## config.mk

```make
export PLATFORM = sky130hd
export DESIGN_NAME = intersect_pixel_shader
export DESIGN_NICKNAME = d
export VERILOG_FILES = /design/src/rtl/intersect_pixel_shader.sv
export SDC_FILE = /design/constraint.sdc
export NUM_CORES = 1
export LEC_CHECK = 0
export ABC_AREA = 1
export CORE_ASPECT_RATIO = 2
export CORE_UTILIZATION = 46
export DETAILED_ROUTE_END_ITERATION = 6
export MAX_ROUTING_LAYER = met4
export PLACE_DENSITY = 0.68
export SLEW_MARGIN = 10
export SYNTH_ARGS = -nofsm -noshare
export SYNTH_HDL_FRONTEND = slang
export SYNTH_SLANG_ARGS = --single-unit
```

## constraint.sdc

```tcl
create_clock -name clk_in -period 4.03 [get_ports clk_in]
set_clock_uncertainty 0.05 [all_clocks]
set_input_delay 0.6045 -clock clk_in [delete_from_list [all_inputs] [get_ports clk_in]]
set_output_delay 0.6045 -clock clk_in [all_outputs]
set_load 0.02 [all_outputs]
```

## src/rtl/intersect_pixel_shader.sv

```systemverilog
// Purpose: turns per-pixel intersection results into RGB444 frame-buffer writes (palette lookup, optional depth shading, linear address).
// Latency: valid_in sampled at edge N is pushed into the output FIFO at edge N+2 and presented after that edge; 1 pixel/cycle sustained.
// Backpressure: fb_ready_in stalls the FIFO only; upstream cannot be stalled, so a push into a full FIFO is dropped and overflow_out sticks.
// Optional build: define SHADE_DEPTH_EN to attenuate hit colours by the float32 exponent of best_t.

module sync_fifo #(
  parameter int W     = 32,
  parameter int DEPTH = 8
) (
  input  logic         clk,
  input  logic         rst_n,
  input  logic         in_vld,
  input  logic [W-1:0] in_dat,
  output logic         in_rdy,
  output logic         out_vld,
  output logic [W-1:0] out_dat,
  input  logic         out_rdy
);
  localparam int AW = (DEPTH > 1) ? $clog2(DEPTH) : 1;
  localparam logic [AW:0] FULL_CNT = (AW+1)'(DEPTH);

  logic [W-1:0]  mem [DEPTH];
  logic [AW-1:0] wr_ptr;
  logic [AW-1:0] rd_ptr;
  logic [AW:0]   count;
  logic          push;
  logic          pop;

  // A full FIFO still accepts a push when the head retires in the same cycle.
  assign out_vld = (count != '0);
  assign in_rdy  = (count != FULL_CNT) || out_rdy;
  assign push    = in_vld && in_rdy;
  assign pop     = out_vld && out_rdy;
  assign out_dat = mem[rd_ptr];

  // Pointer and occupancy bookkeeping; power-of-two depth lets pointers wrap naturally.
  always_ff @(posedge clk) begin
    if (!rst_n) begin
      wr_ptr <= '0;
      rd_ptr <= '0;
      count  <= '0;
    end else begin
      if (push) wr_ptr <= wr_ptr + 1'b1;
      if (pop)  rd_ptr <= rd_ptr + 1'b1;
      case ({push, pop})
        2'b10:   count <= count + 1'b1;
        2'b01:   count <= count - 1'b1;
        default: count <= count;
      endcase
    end
  end

  // Storage write; contents need no reset because the pointers define validity.
  always_ff @(posedge clk) begin
    if (rst_n && push) mem[wr_ptr] <= in_dat;
  end
endmodule

module intersect_pixel_shader #(
  parameter int          H_RES          = 1024,
  parameter int          V_RES          = 768,
  parameter int          FIFO_DEPTH     = 8,
  parameter int          SHADE_EXP_BASE = 137,
  parameter logic [11:0] BG_COLOR       = 12'h000
) (
  input  logic        clk_in,
  input  logic        rst_in,
  input  logic        valid_in,
  input  logic [10:0] x_in,
  input  logic [9:0]  y_in,
  input  logic [3:0]  best_block,
  input  logic [31:0] best_t,
  input  logic        fb_ready_in,
  output logic        fb_valid_out,
  output logic [19:0] fb_addr_out,
  output logic [11:0] fb_data_out,
  output logic        frame_done_out,
  output logic        overflow_out
);
  typedef struct packed {
    logic [19:0] addr;
    logic [11:0] rgb;
  } fb_word_t;

  localparam logic [19:0] H_STRIDE  = 20'(H_RES);
  localparam logic [19:0] LAST_ADDR = 20'(H_RES * V_RES - 1);

  logic        hit;
  logic [11:0] pal;
  logic [11:0] pix_color;
  logic        qualify;

  logic        s1_vld;
  logic [10:0] s1_x;
  logic [9:0]  s1_y;
  logic [11:0] s1_rgb;

  logic        s2_vld;
  fb_word_t    s2_word;

  logic        fifo_in_rdy;
  fb_word_t    head_word;

`ifdef SHADE_DEPTH_EN
  localparam logic [7:0] SHADE_BASE = 8'(SHADE_EXP_BASE);
  logic [7:0] exp_diff;
  logic [1:0] shift;
  logic       unused_t_bits;
  assign unused_t_bits = ^best_t[22:0];
`else
  localparam int unused_shade_base = SHADE_EXP_BASE;
  logic unused_t_bits;
  assign unused_t_bits = ^best_t[30:0];
`endif

  assign qualify = valid_in && ({1'b0, x_in} < 12'(H_RES)) && ({1'b0, y_in} < 11'(V_RES));

  // Palette lookup and optional exponent-based attenuation; misses and negative t get the background.
  always_comb begin
    pal = BG_COLOR;
    hit = (best_block <= 4'd11) && !best_t[31];
    case (best_block)
      4'd0:    pal = 12'hF00;
      4'd1:    pal = 12'h0F0;
      4'd2:    pal = 12'h00F;
      4'd3:    pal = 12'hFF0;
      4'd4:    pal = 12'h0FF;
      4'd5:    pal = 12'hF0F;
      4'd6:    pal = 12'hFFF;
      4'd7:    pal = 12'hF80;
      4'd8:    pal = 12'h8F0;
      4'd9:    pal = 12'h08F;
      4'd10:   pal = 12'hF08;
      4'd11:   pal = 12'h888;
      default: pal = BG_COLOR;
    endcase
`ifdef SHADE_DEPTH_EN
    exp_diff = 8'd0;
    shift    = 2'd0;
    if (best_t[30:23] > SHADE_BASE) begin
      exp_diff = best_t[30:23] - SHADE_BASE;
      shift    = (exp_diff >= 8'd3) ? 2'd3 : exp_diff[1:0];
    end
    pix_color = hit ? {pal[11:8] >> shift, pal[7:4] >> shift, pal[3:0] >> shift} : BG_COLOR;
`else
    pix_color = hit ? pal : BG_COLOR;
`endif
  end

  // Stage 1: capture coordinates and colour; out-of-range pixels never become valid.
  always_ff @(posedge clk_in) begin
    if (!rst_in) begin
      s1_vld <= 1'b0;
      s1_x   <= '0;
      s1_y   <= '0;
      s1_rgb <= '0;
    end else begin
      s1_vld <= qualify;
      s1_x   <= x_in;
      s1_y   <= y_in;
      s1_rgb <= pix_color;
    end
  end

  // Stage 2: linear address; in-range coordinates cannot overflow 20 bits.
  always_ff @(posedge clk_in) begin
    if (!rst_in) begin
      s2_vld  <= 1'b0;
      s2_word <= '0;
    end else begin
      s2_vld       <= s1_vld;
      s2_word.addr <= 20'(s1_y) * H_STRIDE + 20'(s1_x);
      s2_word.rgb  <= s1_rgb;
    end
  end

  sync_fifo #(
    .W     ($bits(fb_word_t)),
    .DEPTH (FIFO_DEPTH)
  ) u_out_fifo (
    .clk     (clk_in),
    .rst_n   (rst_in),
    .in_vld  (s2_vld),
    .in_dat  (s2_word),
    .in_rdy  (fifo_in_rdy),
    .out_vld (fb_valid_out),
    .out_dat (head_word),
    .out_rdy (fb_ready_in)
  );

  // Outputs read zero whenever no write is being offered.
  assign fb_addr_out = fb_valid_out ? head_word.addr : '0;
  assign fb_data_out = fb_valid_out ? head_word.rgb  : '0;

  // Sticky drop flag: only a push refused by a full FIFO sets it.
  always_ff @(posedge clk_in) begin
    if (!rst_in)                        overflow_out <= 1'b0;
    else if (s2_vld && !fifo_in_rdy)    overflow_out <= 1'b1;
  end

  // One-cycle pulse after the last pixel of the frame is handed off.
  always_ff @(posedge clk_in) begin
    if (!rst_in) frame_done_out <= 1'b0;
    else         frame_done_out <= fb_valid_out && fb_ready_in && (head_word.addr == LAST_ADDR);
  end
endmodule
```

==> results.md <==
- Clock buffer count from CTS: 23
- Leakage: around 4.7 nW
- Syn nets: approximately 1,100
- Die area: approximately 24,000 sq um
- Post-synth top area share: 0.5729
- Antenna violations before repair: 0
- Mean post-synth cell area: between 10 and 15 sq um
- Core Region: approximately 23,000 sq um
- Mapped cell area: between 10,000 and 15,000 sq um
- Vias per cell: 5.241
- Setup Buffers After CTS: 0
- Worst path required time: 3380 ps
- Worst-Skew Late Latency: around 500 ps
- Top Layer Used: met4
- Initial Utilization: 0.4694
- CTS tree: built
- Register Area: roughly 7600 sq um
- Post-CTS Resized: 0
- Ys Warns: 0
- Met1 wire length: around 9000 um
- DR vias: around 7,000
- Multi-input gate area: about 2700 sq um
- Synth async-reset ratio: 0
- Remaining Overflow, GRT: 0
- Post-synth top flop: edfxtp_1
- Final Max Tran Viols: 0
- N_diodes: 0
- Seq/Total Area, Yosys: 0.7014
- Sink Count: about 280
- Fillers: 1,917
- Root Buffer: clkbuf_16
- Remaining DRCs: 0
- Initial DRC Count: 390
- I/O pin cnt: 96
- Vias in the first global route: roughly 6,900
- Routed Antenna Nets: 0
- Achievable Freq: just under 300 MHz
- # port buffers: 64
- Post-route minimum period: roughly 3500 ps
- Worst VDD drop: between 0.4 and 0.5 mV
- H-tree depth: 1
- WL final: approximately 23,000 um
- Setup violations, final: 0
- Met3 wire length: ~900 um
- Setup TNS: 0 ps
- Worst Hold Launch: s1_vld$_SDFF_PN0_
- Fin crit share: 0.8597
- Layout area overhead: 14.39%
- Fin nets: 1,109
- Post-synthesis register bit count: about 280
- Routability cong.: around 0.77
- Fin. Hold Viols: 0
- Clk buf depth: 3
- Cell Rows: between 70 and 80
- Routed wire per std cell: ~17 um
- PwrDens: about 650 nW/um^2
- Max Fanout on Critical Path: 55
- Run status: complete, no violations
- Area contributors post-synth: edfxtp_1, dfxtp_1, nor2_1
- Die X: ~110 um
- Max cap viols: 0
- Worst reg2reg path startpoint: u_out_fifo.count[3]$_SDFFE_PN0P_
- Largest net degree at the start of global routing: 89
- Commonest cells in the netlist: nor2_1, edfxtp_1, o21ai_0, nand2_1, inv_1
- Worst EP arrival: roughly 2800 ps
- Post-CTS Hold Buffers: 0
- Critical Path End Type: output port
- Total power: a little over 8 mW
- DP HPWL: around 13,000 um
- Syn Inst Count: just under 1,000
- First-pass GRT wire length: ~35,000 um
- Top-count cell post-synth: nor2_1
- Startpoint types: register
- First drt pass iteration count: 4
- Tightest Pin Transition: approximately 760 ps
- Synth cell types: 31
- WS Path Type: register to output port
- Relative slew slack: 0.4946
- Global Route Usage Sum: 0.1946
- Synth area leader: edfxtp_1
- Final core occ: 0.5369
- RSZ-0062 raised after global routing: false
- Chip height: roughly 220 um
- Share of layout cells above drive strength 1: 0.06262
- Hold/Removal Path Class: register to register
- Worst-path clk slew: 60 ps
- EDFF count, synth: about 210
- Met2 WL post-DR: ~12,000 um
-- worst max-delay path: stages (launching register included) --
cell             delay [ps]
dfxtp_2                 350
inv_4                   230
buf_4                   500
o21ai_0                 200
nand2_1                 110
nand2_1                  70
a21oi_1                 200
clkdlybuf4s50_1         640
-- registers in the layout, summed over array words and instances, names as in the netlist, named ones only --
name	count
u_out_fifo.mem	208
s2_word	26
s1_x	11
s1_y	10
s1_rgb	6
u_out_fifo.count	4
u_out_fifo.rd_ptr	3
u_out_fifo.wr_ptr	3
frame_done_out	1
overflow_out	1
s1_vld	1
s2_vld	1
-- path summary, 6_finish.rpt --
check	endpoint	slack [ps]	cells after the start
setup / recovery	fb_addr_out[0]	570	7
hold / removal	s2_vld$_SDFF_PN0_	360	2
setup reg to reg	u_out_fifo.count[2]$_SDFFE_PN0P_	1610	9
hold reg to reg	s2_vld$_SDFF_PN0_	360	2
-- layer usage --
layer  vias up  global-route usage
li1       3438                   -
met1      3356              0.2064
met2       172              0.3665
met3        41             0.02310
met4         0             0.07467
met5         -                   -
-- cell type report --
class / instances / share of cell area
inverters: 76 / 0.02327
flip-flops and latches: 278 / 0.6134
clock buffers: 30 / 0.05066
multi-input cells: 579 / 0.2126
well taps: 283 / 0.02839
repair buffers: 80 / 0.06260
clock inverters: 11 / 0.009129
-- placed cells by master, fill, tap and decap left out, drive strengths merged --
cell type	netlist	layout
o211ai	6	6
a21oi	23	23
edfxtp	208	208
clkinv	1	7
clkbuf	17	30
nand2	103	103
o21ai	133	133
nand3	32	32
a211oi	1	1
xnor2	2	2
ha	10	10
clkinvlp	0	3
a31oi	7	7
inv	75	75
nor4	1	1
nor3b	1	1
clkdlybuf4s50	0	63
bufinv	0	2
o22ai	11	11
dfxtp	70	70
xor2	2	2
nor3	8	8
nor2	234	234
nand4	3	3
o21a	2	2
buf	38	17
-- power breakdown --
part	switching, mW	internal (mW)
Clock	0.962	1.24
Combinational	1.68	0.994
Sequential	0.0666	3.13
Total	2.71	5.36
-- kinds of logic after synthesis --
logic type                 after synthesis  share of synthesized area
xor gates and xnor gates                 4                   0.003214
adders and majority gates               10                    0.01148
AOI/OAI and AO/OA                      183                    0.08813
and+or+nand+nor                        382                     0.1376
buffers and inverters                  131                    0.05818
DFF                                    278                     0.7014
-- stage by stage --
step / area (sq um) / setup WS [ps] / cells / hold slack [ps]
final: 12470 / 565.6 / 1337 / 360.8
after global routing: 12470 / 372.5 / 1337 / 383.4
after CTS: 12470 / 537.4 / 1337 / 361.0
after detailed placement: 11730 / 1090 / 1296 / 346.1
after global placement: 11730 / 1118 / 1296 / 342.1
after floorplan: 10900 / 546.9 / 988 / 340.5
Note: power is estimated with default switching activity, not from simulation.
